File: src/rtl/tftp_field_parse.sv
// TFTP field parser: sits after the opcode decoder, pulls the ACK block number or the
// RRQ filename/mode out of the payload and reports exactly one result pulse per frame.
module tftp_field_parse #(
  parameter int FNAME_MAX = 64,
  parameter int AW        = 6
) (
  input  logic          clk,
  input  logic          reset,
  input  logic          i_en,
  input  logic [7:0]    i_eth_data,
  input  logic          i_frame_end,
  input  logic          i_ack_op,
  input  logic          i_req_op,
  output logic [15:0]   o_block_num,
  output logic          o_ack_valid,
  output logic          o_req_valid,
  output logic          o_fname_wr_en,
  output logic [AW-1:0] o_fname_wr_addr,
  output logic [7:0]    o_fname_wr_data,
  output logic [AW:0]   o_fname_len,
  output logic          o_err
);

  typedef enum logic [2:0] {
    S_IDLE     = 3'd0,
    S_DISPATCH = 3'd1,
    S_ACK_BLK  = 3'd2,
    S_FNAME    = 3'd3,
    S_MODE     = 3'd4,
    S_TAIL     = 3'd5,
    S_DROP     = 3'd6
  } state_t;

  localparam logic [AW:0] LP_FMAX = FNAME_MAX[AW:0];

  // Lower-case "octet", one character per mode index.
  function automatic logic [7:0] f_mode_char(input logic [2:0] idx);
    logic [7:0] c;
    case (idx)
      3'd0:    c = 8'h6F;
      3'd1:    c = 8'h63;
      3'd2:    c = 8'h74;
      3'd3:    c = 8'h65;
      3'd4:    c = 8'h74;
      default: c = 8'h00;
    endcase
    return c;
  endfunction

  state_t      r_state;
  logic [2:0]  r_cnt;
  logic [AW:0] r_len;
  logic [2:0]  r_midx;
  logic        r_mode_ok;

  // View of the parser state after absorbing this cycle's byte (if any).
  state_t      w_state;
  logic [2:0]  w_cnt;
  logic [AW:0] w_len;
  logic [2:0]  w_midx;
  logic        w_mode_ok;
  logic        w_wr;
  logic [AW-1:0] w_wr_addr;
  logic        w_blk_hi;
  logic        w_blk_lo;
  logic [7:0]  w_lc;
  logic        w_zero;
  logic        w_ack_done;
  logic        w_req_done;

  assign w_lc   = i_eth_data | 8'h20;
  assign w_zero = (i_eth_data == 8'h00);

  // Per-byte field extraction; frame_end is resolved afterwards on this result.
  always_comb begin
    w_state   = r_state;
    w_cnt     = r_cnt;
    w_len     = r_len;
    w_midx    = r_midx;
    w_mode_ok = r_mode_ok;
    w_wr      = 1'b0;
    w_wr_addr = r_len[AW-1:0];
    w_blk_hi  = 1'b0;
    w_blk_lo  = 1'b0;
    if (i_en) begin
      if (r_cnt != 3'd7) begin
        w_cnt = r_cnt + 3'd1;
      end else begin
        w_cnt = r_cnt;
      end
      case (r_state)
        S_IDLE: begin
          if (r_cnt == 3'd1) begin
            w_state = S_DISPATCH;
          end else begin
            w_state = S_IDLE;
          end
        end
        S_DISPATCH: begin
          if (i_ack_op) begin
            w_blk_hi = 1'b1;
            w_state  = S_ACK_BLK;
          end else if (i_req_op) begin
            // Byte 2 is already the first filename byte; an empty name is malformed.
            w_wr_addr = {AW{1'b0}};
            if (w_zero) begin
              w_len   = {(AW+1){1'b0}};
              w_state = S_DROP;
            end else begin
              w_wr    = 1'b1;
              w_len   = {{AW{1'b0}}, 1'b1};
              w_state = S_FNAME;
            end
          end else begin
            w_state = S_DROP;
          end
        end
        S_ACK_BLK: begin
          if (r_cnt == 3'd3) begin
            w_blk_lo = 1'b1;
          end else begin
            w_blk_lo = 1'b0;
          end
        end
        S_FNAME: begin
          if (w_zero) begin
            if (r_len == {(AW+1){1'b0}}) begin
              w_state = S_DROP;
            end else begin
              w_state   = S_MODE;
              w_midx    = 3'd0;
              w_mode_ok = 1'b1;
            end
          end else if (r_len == LP_FMAX) begin
            w_state = S_DROP;
          end else begin
            w_wr  = 1'b1;
            w_len = r_len + {{AW{1'b0}}, 1'b1};
          end
        end
        S_MODE: begin
          if (w_zero) begin
            w_state   = S_TAIL;
            w_mode_ok = r_mode_ok && (r_midx == 3'd5);
          end else begin
            if ((r_midx >= 3'd5) || (w_lc != f_mode_char(r_midx))) begin
              w_mode_ok = 1'b0;
            end else begin
              w_mode_ok = r_mode_ok;
            end
            if (r_midx != 3'd7) begin
              w_midx = r_midx + 3'd1;
            end else begin
              w_midx = r_midx;
            end
          end
        end
        S_TAIL:  w_state = S_TAIL;
        S_DROP:  w_state = S_DROP;
        default: w_state = S_DROP;
      endcase
    end else begin
      w_state = r_state;
    end
  end

  assign w_ack_done = (w_state == S_ACK_BLK) && (w_cnt >= 3'd4);
  assign w_req_done = (w_state == S_TAIL) && w_mode_ok;

  // Parser FSM and registered outputs.
  always_ff @(posedge clk) begin
    if (reset) begin
      r_state         <= S_IDLE;
      r_cnt           <= 3'd0;
      r_len           <= {(AW+1){1'b0}};
      r_midx          <= 3'd0;
      r_mode_ok       <= 1'b0;
      o_block_num     <= 16'h0000;
      o_ack_valid     <= 1'b0;
      o_req_valid     <= 1'b0;
      o_err           <= 1'b0;
      o_fname_wr_en   <= 1'b0;
      o_fname_wr_addr <= {AW{1'b0}};
      o_fname_wr_data <= 8'h00;
      o_fname_len     <= {(AW+1){1'b0}};
    end else begin
      r_len         <= w_len;
      r_midx        <= w_midx;
      r_mode_ok     <= w_mode_ok;
      o_fname_len   <= w_len;
      o_fname_wr_en <= w_wr;
      if (w_wr) begin
        o_fname_wr_addr <= w_wr_addr;
        o_fname_wr_data <= i_eth_data;
      end
      if (w_blk_hi) begin
        o_block_num[15:8] <= i_eth_data;
      end
      if (w_blk_lo) begin
        o_block_num[7:0] <= i_eth_data;
      end
      if (i_frame_end) begin
        r_state     <= S_IDLE;
        r_cnt       <= 3'd0;
        o_ack_valid <= w_ack_done;
        o_req_valid <= w_req_done;
        o_err       <= !(w_ack_done || w_req_done);
      end else begin
        r_state     <= w_state;
        r_cnt       <= w_cnt;
        o_ack_valid <= 1'b0;
        o_req_valid <= 1'b0;
        o_err       <= 1'b0;
      end
    end
  end

endmodule

File: config.mk
export PLATFORM = sky130hd
export DESIGN_NAME = tftp_field_parse
export DESIGN_NICKNAME = d
export VERILOG_FILES = /design/src/rtl/tftp_field_parse.sv
export SDC_FILE = /design/constraint.sdc
export NUM_CORES = 1
export LEC_CHECK = 0
export BUFFER_PORTS_ARGS = -buffer_cell sky130_fd_sc_hd__buf_2
export CORE_UTILIZATION = 28
export DETAILED_ROUTE_END_ITERATION = 16
export PLACE_DENSITY = 0.44
export SLEW_MARGIN = 20
export SYNTH_ARGS = -nofsm -noshare
export SYNTH_HDL_FRONTEND = slang
export SYNTH_SLANG_ARGS = --single-unit
File: constraint.sdc
create_clock -name clk -period 4.9 [get_ports clk]
set_input_delay 0.98 -clock clk [delete_from_list [all_inputs] [get_ports clk]]
set_output_delay 0.98 -clock clk [all_outputs]
set_load 0.05 [all_outputs]
# Word level (Yosys, flattened, before mapping)
# Cells that the tools add are included.
dict set report word_totals {
  regBits 51
  in_bits 14
  wordCells 112
}
dict set report classes {
  addsub 3
  magnitude_cmp 2
  eq_ne 26
  n_mux 50
  bitwise_logic 1
  n_reduce_logical 17
}
# operator n
set op_table {}
lappend op_table {{two-way mux 3 bit} 13}
lappend op_table {{two-way mux 7 bit} 4}
lappend op_table {{one-hot mux 7 bit (4 select lines)} 1}
lappend op_table {{two-way mux 6 bit} 4}
lappend op_table {{two-way mux 8 bit} 3}
lappend op_table {{two-way mux 1 bit} 19}
lappend op_table {{equality test 3 x 2 -> 1 bit (second input constant)} 6}
lappend op_table {{one-hot mux 3 bit (6 select lines)} 1}
lappend op_table {{inequality test 2 bit (second input constant)} 8}
lappend op_table {{equality test 3 bit (second input constant)} 5}
lappend op_table {{one-hot mux 7 bit (2 select lines)} 1}
lappend op_table {{AND reduction 6 bit} 2}
lappend op_table {{equality test 3 x 1 -> 1 bit (second input constant)} 3}
lappend op_table {{zero test 8 bit} 1}
lappend op_table {{inequality test 8 bit} 1}
lappend op_table {{adder 7 x 1 -> 7 bit (second input constant)} 1}
lappend op_table {{equality test 7 bit (second input constant)} 1}
lappend op_table {{zero test 7 bit} 1}
lappend op_table {{adder 3 x 1 -> 3 bit (second input constant)} 2}
lappend op_table {{>= comparator 3 bit (second input constant)} 2}
lappend op_table {{zero test 3 bit} 2}
lappend op_table {{inequality test 3 bit (second input constant)} 2}
lappend op_table {{one-hot mux 3 bit (2 select lines)} 1}
lappend op_table {{OR reduction 2 bit} 3}
lappend op_table {{7 further kinds} 12}

# Logic depth before layout (Yosys ltp)
# Gate-level depths: netlist (run 1).
dict set report depth {
  depth_word 15
  ltp_mapped 9
}

# Least setup slack after synthesis (run 1)
# OpenSTA, ideal clock, no wires.
dict set report synth_path {
  path_type {input to register}
  start {in i_eth_data[5]}
  end {reg o_err}
  t_arrival_ns 2.183
  slack_ns 2.596
  cell_stages 6
  path_buffers 0
  path_cell_list {nor4_4 and2_2 a311oi_4 or2_1 nor3_1 nor3_2}
}
dict set report synth_between {
  elab_chain_cells 10
  word_cells_on_any_way 18
  cone_classes {eq/ne (2); mux (11); reduce/logical (5)}
}
# element line_no
set synth_rtl {}
lappend synth_rtl {{start, declared} 10} ;# input logic [7:0] i_eth_data,
lappend synth_rtl {{zero test 8 bit *} 72} ;# assign w_zero = (i_eth_data == 8'h00);
lappend synth_rtl {{two-way mux 3 bit} 106} ;# if (w_zero) begin
lappend synth_rtl {{two-way mux 3 bit} 103} ;# end else if (i_req_op) begin
lappend synth_rtl {{two-way mux 3 bit} 100} ;# if (i_ack_op) begin
lappend synth_rtl {{one-hot mux 3 bit (6 select lines)} 91} ;# case (r_state)
lappend synth_rtl {{two-way mux 3 bit} 85} ;# if (i_en) begin
lappend synth_rtl {{equality test 3 x 2 -> 1 bit or equality test 3 bit (tied branches)} {167, 168}}
lappend synth_rtl {{logical AND 1 bit, on equally long branches} {167, 168}}
lappend synth_rtl {{logical OR 1 bit *} 207} ;# o_err <= !(w_ack_done || w_req_done);
lappend synth_rtl {{zero test 1 bit *} 207}
lappend synth_rtl {{end signal, assigned} 207}
lappend synth_rtl {{end, declared} 21} ;# output logic o_err
# Every way passes the cells marked *; elsewhere a longest branch is shown, timed or not.
# A chain may end at the register's enable or synchronous reset.

# Worst setup path after layout (run 1)
dict set report layout_path {
  start {in i_en}
  end {reg o_err}
}
dict set report layout_between {
  elab_chain_cells 5
  word_cells_on_any_way 10
  cone_classes {order compare (1); eq/ne (2); mux (3); reduce/logical (4)}
}
# element line_no
set layout_rtl {}
lappend layout_rtl {{start, declared} 9} ;# input logic i_en,
lappend layout_rtl {{two-way mux 3 bit} 85}
lappend layout_rtl {{>= comparator 3 bit, or another cell as far along} 167} ;# assign w_ack_done = (w_state == S_ACK_BLK) && (w_cnt >= 3'd4);
lappend layout_rtl {{logical AND 1 bit, on equally long branches} {167, 168}}
lappend layout_rtl {{logical OR 1 bit *} 207}
lappend layout_rtl {{zero test 1 bit *} 207}
# Marked as above.

==> results of run 1 <==
-- power breakdown --
part           internal [mW]  total, mW  switching, mW
clock network          0.165      0.306          0.141
registers              0.416      0.417        0.00142
logic                 0.0126     0.0395         0.0269
total                  0.594      0.762          0.169
-- layout make-up --
type / count / share of cell area, %
clock inverter: 2 / 1.18
multi-input combinational: 209 / 46.7
clock buffer: 6 / 2.78
sequential: 51 / 34.3
timing repair buffer: 55 / 9.34
tap: 108 / 4.55
inverter: 9 / 1.14
-- cells in the mapped netlist (all sizes together) --
cell / n / area [um^2]
or3: 1 / 6.26
a211oi: 1 / 7.51
o211ai: 1 / 7.51
o41ai: 1 / 8.76
nand4bb: 1 / 11.3
nor4b: 2 / 23.8
nand4: 3 / 18.8
a21boi: 1 / 7.51
nor4: 12 / 105
and3b: 1 / 8.76
o32a: 1 / 10.0
a221oi: 2 / 17.5
o31ai: 1 / 7.51
ha: 10 / 125
clkbuf: 7 / 26.3
nor2: 35 / 134
or2: 6 / 37.5
or3b: 1 / 8.76
nand2b: 5 / 31.3
o311ai: 1 / 8.76
a311oi: 1 / 26.3
nor3b: 3 / 22.5
o21bai: 1 / 7.51
buf: 7 / 55.1
a21oi: 21 / 109
dfxtp: 51 / 1020
nand3: 7 / 35.0
nand2: 30 / 115
o21ai: 6 / 41.3
xnor2: 7 / 61.3
and2b: 1 / 7.51
nor3: 8 / 56.3
and2: 4 / 26.3
inv: 9 / 33.8
nor2b: 10 / 62.6
a311o: 1 / 10.0
a41oi: 2 / 17.5
o22ai: 1 / 6.26
a22oi: 1 / 7.51
mux2i: 19 / 190
-- cell families (layout without fill, tap and decap cells) --
group,after synthesis,count (layout)
xor gates and xnor gates,7,7
AOI/OAI and AO/OA,43,43
buffers and inverters,23,72
muxes,19,19
and+or+nand+nor,130,130
DFF,51,51
adders and majority gates,10,10
-- stage by stage --
stage               util (%)  hold slack (ps)  cell area, um^2
floorplan                  -              518             2520
global placement        32.7              442             2860
detailed placement      32.7              441             2860
CTS                     34.1              454             2970
global route            34.1              474             2970
finish                  34.1              453             2970
-- worst reg2reg max path: cells and delay by family, from the launching register on --
| kind | cells | cell delay (ps) |
|---|---|---|
| compound gates | 2 | 840 |
| simple gates | 4 | 840 |
| flops | 1 | 620 |
-- routing by layer --
metal | routed length, um | up-vias
met5 | 0 | -
met4 | 59 | 0
met3 | 346 | 7
met2 | 2710 | 49
met1 | 3160 | 987
li1 | - | 1073
-- worst max path at each step --
| stage | startpoint | endpoint | cells past startpoint |
|---|---|---|---|
| final | i_en | o_err$_SDFF_PP0_ | 7 |
| after detailed placement | i_en | o_err$_SDFF_PP0_ | 7 |
| after floorplan | i_eth_data[5] | o_err$_SDFF_PP0_ | 6 |
| after global placement | i_en | o_req_valid$_SDFF_PP0_ | 6 |
| after global routing | i_en | o_err$_SDFF_PP0_ | 7 |
| after CTS | i_en | o_err$_SDFF_PP0_ | 7 |
-- sequential cells by signal, indices dropped and copies added (netlist names), named ones only --
name,count
o_block_num,16
o_fname_wr_data,8
r_len,7
o_fname_wr_addr,6
r_midx,3
r_state,3
r_cnt,2
o_ack_valid,1
o_err,1
o_fname_wr_en,1
o_req_valid,1
r_mode_ok,1
==> results_dict.tcl, run 1 <==
set metrics [dict create \
    clk_path_buf_depth 2 \
    fin_crit_ps 2540 \
    fmax_mhz 393 \
    htreeDepth 2 \
    tightestPinTransition_ps 755 \
    gr-usage-met3_pct 3.61 \
    avgSynthCellArea_um2 8.92 \
    hold_buffers 0 \
    core_area_um2 8720 \
    synth_cell_types 52 \
    vias_per_cell 4.81 \
    regArea_um2 1020 \
    dpl.hpwl_um 4530 \
    grt_pass1_vias 2105 \
    num_antenna_cells 0 \
    syn-num-nets 307 \
    clk_pin_slew_ps 90 \
    yosysSeqAreaShare_pct 40.5 \
    cts_buffers 5 \
    grt_pass1_wl_um 10500 \
    drc 0 \
    synth_cells 283 \
    timing.rr.end "o_err$_SDFF_PP0_" \
    path_class "primary input to register" \
    dieArea_um2 9400 \
    worstPathRequired_ps 5100 \
    nNetsFinal 355 \
    final_common_cell "buf_2" \
    synth_xor_area_share_pct 2.43 \
    reg2reg_setup_slack_ps 2500 \
    skew_ps 12.9 \
    tns_ps 0 \
    grt_util_met2_pct 21.1 \
    synth-simple-area-share_pct 28.2 \
    critPathMaxStageDelay_ps 690 \
    slowest_stage "a311oi_4" \
    reg2reg_from "r_state[0]$_SDFF_PP0_" \
    place_ws_ps 1990 \
    ioPinCount 55 \
    overflow 0 \
    drv_slew 0 \
    drt_wl_total_um 6280 \
    crit_family "compound AO/OA/AOI/OAI gates" \
    grt_start_max_net_pins 41 \
    cts_tree "done" \
    holdPathEnd "o_fname_wr_addr[1]$_SDFFE_PP0P_" \
    place_congestion 0.757 \
    ant_nets 0 \
    end_kind "register" \
    yosys_warnings 0 \
    drive_gt1_share_pct 24.1 \
    num_rows 34 \
    antenna_found_initial 0 \
    start_kind "primary input" \
    synth_seq_cells 51 \
    dr.pass1.iters 4 \
    clkSinkCount 51 \
    cp_cell_sequence "buf_2 -> and3b_1 -> o21ai_4 -> a311oi_4 -> nor2_2 -> nor3_1 -> nor3_2" \
    drt_iter0_drc 38 \
    area_delta_synth_final_pct 17.8 \
    worstSkewPairLatency_ps 310 \
    root_buffer "clkbuf_8" \
    setup_viol 0 \
    synth_compound_area_share_pct 11.9 \
    die_x_um 96.9 \
    setup_ws_ps 2360 \
    via_count 2116 \
    hold_viol 0 \
    hp-start "o_fname_wr_addr[1]$_SDFFE_PP0P_" \
    relSlewSlack_pct 49.7 \
    met1_usage_pct 18.7 \
    yosys.area_share.adder_pct 4.96 \
    crit_fanout 16 \
    multi_input_area_um2 1390 \
    hold_depth 2 \
    period_share_pct 51.9 \
    p_leak_nw 1.13 \
    instances_no_fill 440 \
    crit_arrival_ps 2740 \
    path_buf_inv 1 \
    muxShareOfSynthArea_pct 7.54 \
    ir_worst_vdd_mv 0.135 \
    place_inst 432 \
    dieHeight_um 96.9 \
    min_path_type "register to register" \
    wl_per_cell_um 14.3 \
    reg2reg_depth 6 \
    status "complete, no violations" \
    p_per_area_nw_per_um2 256 \
    cts_setup_buffers 0 \
    port_buffers 54 \
    nFillCells 927 \
    initial_core_util_pct 28.9 \
    mostFrequentLayoutCells "buf_2 (54), dfxtp_1 (51), nor2_1 (34), nand2_1 (29), a21oi_1 (20)" \
    syn-cell-area_um2 2520 \
    power.total_mw 0.762 \
    grt_use_total_pct 13.6 \
    maxCapViolations 0 \
    top_usage_layer "met2" \
    synth_top_family_by_area "simple AND/OR/NAND/NOR gates" \
    ctsResizeCount 0 \
    grt_setup_unrepaired "no" \
]
Power figures use the tool's default switching activity.
==> run 2, diff against run 1 <==
==> constraint.sdc (replaced) <==
create_clock -name clk -period 2.5 [get_ports clk]
set_input_delay 0.5 -clock clk [delete_from_list [all_inputs] [get_ports clk]]
set_output_delay 0.5 -clock clk [all_outputs]
set_load 0.05 [all_outputs]
==> results_dict.tcl, run 2 (same netlist as run 1, synthesis figures left out) <==
set metrics [dict create \
    status "complete, no violations" \
    p_leak_nw 1.16 \
    crit_arrival_ps 2390 \
    top_regs "o_block_num: 16 flops, o_fname_wr_data: 8 flops, r_len: 7 flops" \
    drive_gt1_share_pct 25.2 \
    period_share_pct 87.6 \
    htreeDepth 2 \
    port_buffers 54 \
    grt_pass1_vias 2071 \
    dpl.hpwl_um 4610 \
    multi_input_area_um2 1390 \
    top_register "o_block_num" \
    holdWs_ps 451 \
    overflow 0 \
    grt_pass1_wl_um 10700 \
    fin_crit_ps 2190 \
    relSlewSlack_pct 61.4 \
    regArea_um2 1020 \
    die_x_um 96.9 \
    clkSinkCount 51 \
    maxCapViolations 0 \
    via_count 2130 \
    place_congestion 0.722 \
    num_antenna_cells 0 \
    slowest_stage "dfxtp_1" \
    dieArea_um2 9400 \
    mostFrequentLayoutCells "buf_2 (54), dfxtp_1 (51), nor2_1 (34), nand2_1 (29), a21oi_1 (20)" \
    hold_viol 0 \
    clk_pin_slew_ps 100 \
    fmax_mhz 457 \
    hold_buffers 0 \
    core_area_um2 8720 \
    worstPathRequired_ps 2700 \
    vias_per_cell 4.79 \
    setup_viol 0 \
    start_kind "register" \
    path_buf_inv 1 \
    cts_setup_buffers 0 \
    grt_use_total_pct 14.0 \
    path_class "register to register" \
    final_common_cell "buf_2" \
    num_rows 34 \
    drv_slew 0 \
    drt_iter0_drc 57 \
    dieHeight_um 96.9 \
    p_per_area_nw_per_um2 522 \
    root_buffer "clkbuf_8" \
    tightestPinTransition_ps 577 \
    nFillCells 915 \
    critPathMaxStageDelay_ps 590 \
    drc 0 \
    clk_path_buf_depth 2 \
    wl_per_cell_um 14.1 \
    crit_fanout 13 \
    initial_core_util_pct 28.9 \
    ant_nets 0 \
    grt_setup_unrepaired "no" \
    grt_start_max_net_pins 24 \
    crit_family "compound AO/OA/AOI/OAI gates" \
    end_kind "register" \
    skew_ps 7.37 \
    tns_ps 0 \
    ctsResizeCount 0 \
    dr.pass1.iters 4 \
    ioPinCount 55 \
    cts_buffers 5 \
    area_delta_synth_final_pct 20.0 \
    cts_tree "done" \
    drt_wl_total_um 6270 \
    cp_cell_sequence "inv_1 -> ha_1 -> nor2_1 -> a221oi_1 -> o41ai_1 -> o211ai_1 -> nor3_1 -> nor3_2" \
    largest_reg_flops 16 \
    min_path_type "register to register" \
    antenna_found_initial 0 \
    nNetsFinal 360 \
    ir_worst_vdd_mv 0.290 \
    worstSkewPairLatency_ps 310 \
]
[run 2: per-stage QoR]
step	util [%]	total power, mW	setup slack (ps)	cells	instance area [um^2]
2_1_floorplan	-	0.878	265	283	2520
5_1_grt	34.7	1.65	75.6	445	3030
6_report	34.7	1.58	310	445	3030
3_5_place_dp	33.2	0.918	286	437	2890
4_1_cts	34.7	1.61	345	445	3030
3_3_place_gp	33.2	0.918	286	437	2890
[run 2: worst paths after layout]
kind / end / from / cells after the start / slack [ps]
max: o_err$_SDFF_PP0_ / r_midx[2]$_SDFFE_PP0P_ / 8 / 310
min: o_fname_wr_addr[1]$_SDFFE_PP0P_ / o_fname_wr_addr[1]$_SDFFE_PP0P_ / 2 / 450
max reg2reg: o_err$_SDFF_PP0_ / r_midx[2]$_SDFFE_PP0P_ / 8 / 310
min reg2reg: o_fname_wr_addr[1]$_SDFFE_PP0P_ / o_fname_wr_addr[1]$_SDFFE_PP0P_ / 2 / 450
[run 2: layer usage]
| layer | vias up | global-route usage (%) | part of all wire (%) |
|---|---|---|---|
| met1 | 985 | 19.0 | 50 |
| met3 | 5 | 3.97 | 5.6 |
| met2 | 53 | 22.0 | 44 |
| met4 | 0 | 3.10 | 0.64 |
| met5 | - | 0 | 0 |
| li1 | 1087 | - | - |
[run 2: layout make-up]
cell class	instances	share of cell area [%]
Timing Repair Buffer	60	10.4
Inverter	9	1.12
Tap cell	108	4.46
Multi-Input combinational cell	209	45.8
Sequential cell	51	33.7
Clock buffer	5	2.27
Clock inverter	3	2.23
[run 2: power by group]
group	total (mW)	internal, mW	switching, mW
sequential	0.817	0.815	0.00196
clock	0.685	0.399	0.286
combinational	0.0802	0.0261	0.0541
total	1.58	1.24	0.342
[run 2: worst reg2reg max path, stage by stage (launching register included)]
cell and delay (ps):
dfxtp_1 590, inv_1 90, ha_1 220, nor2_1 80, a221oi_1 80, o41ai_1 440, o211ai_1 240, nor3_1 280
nor3_2 60
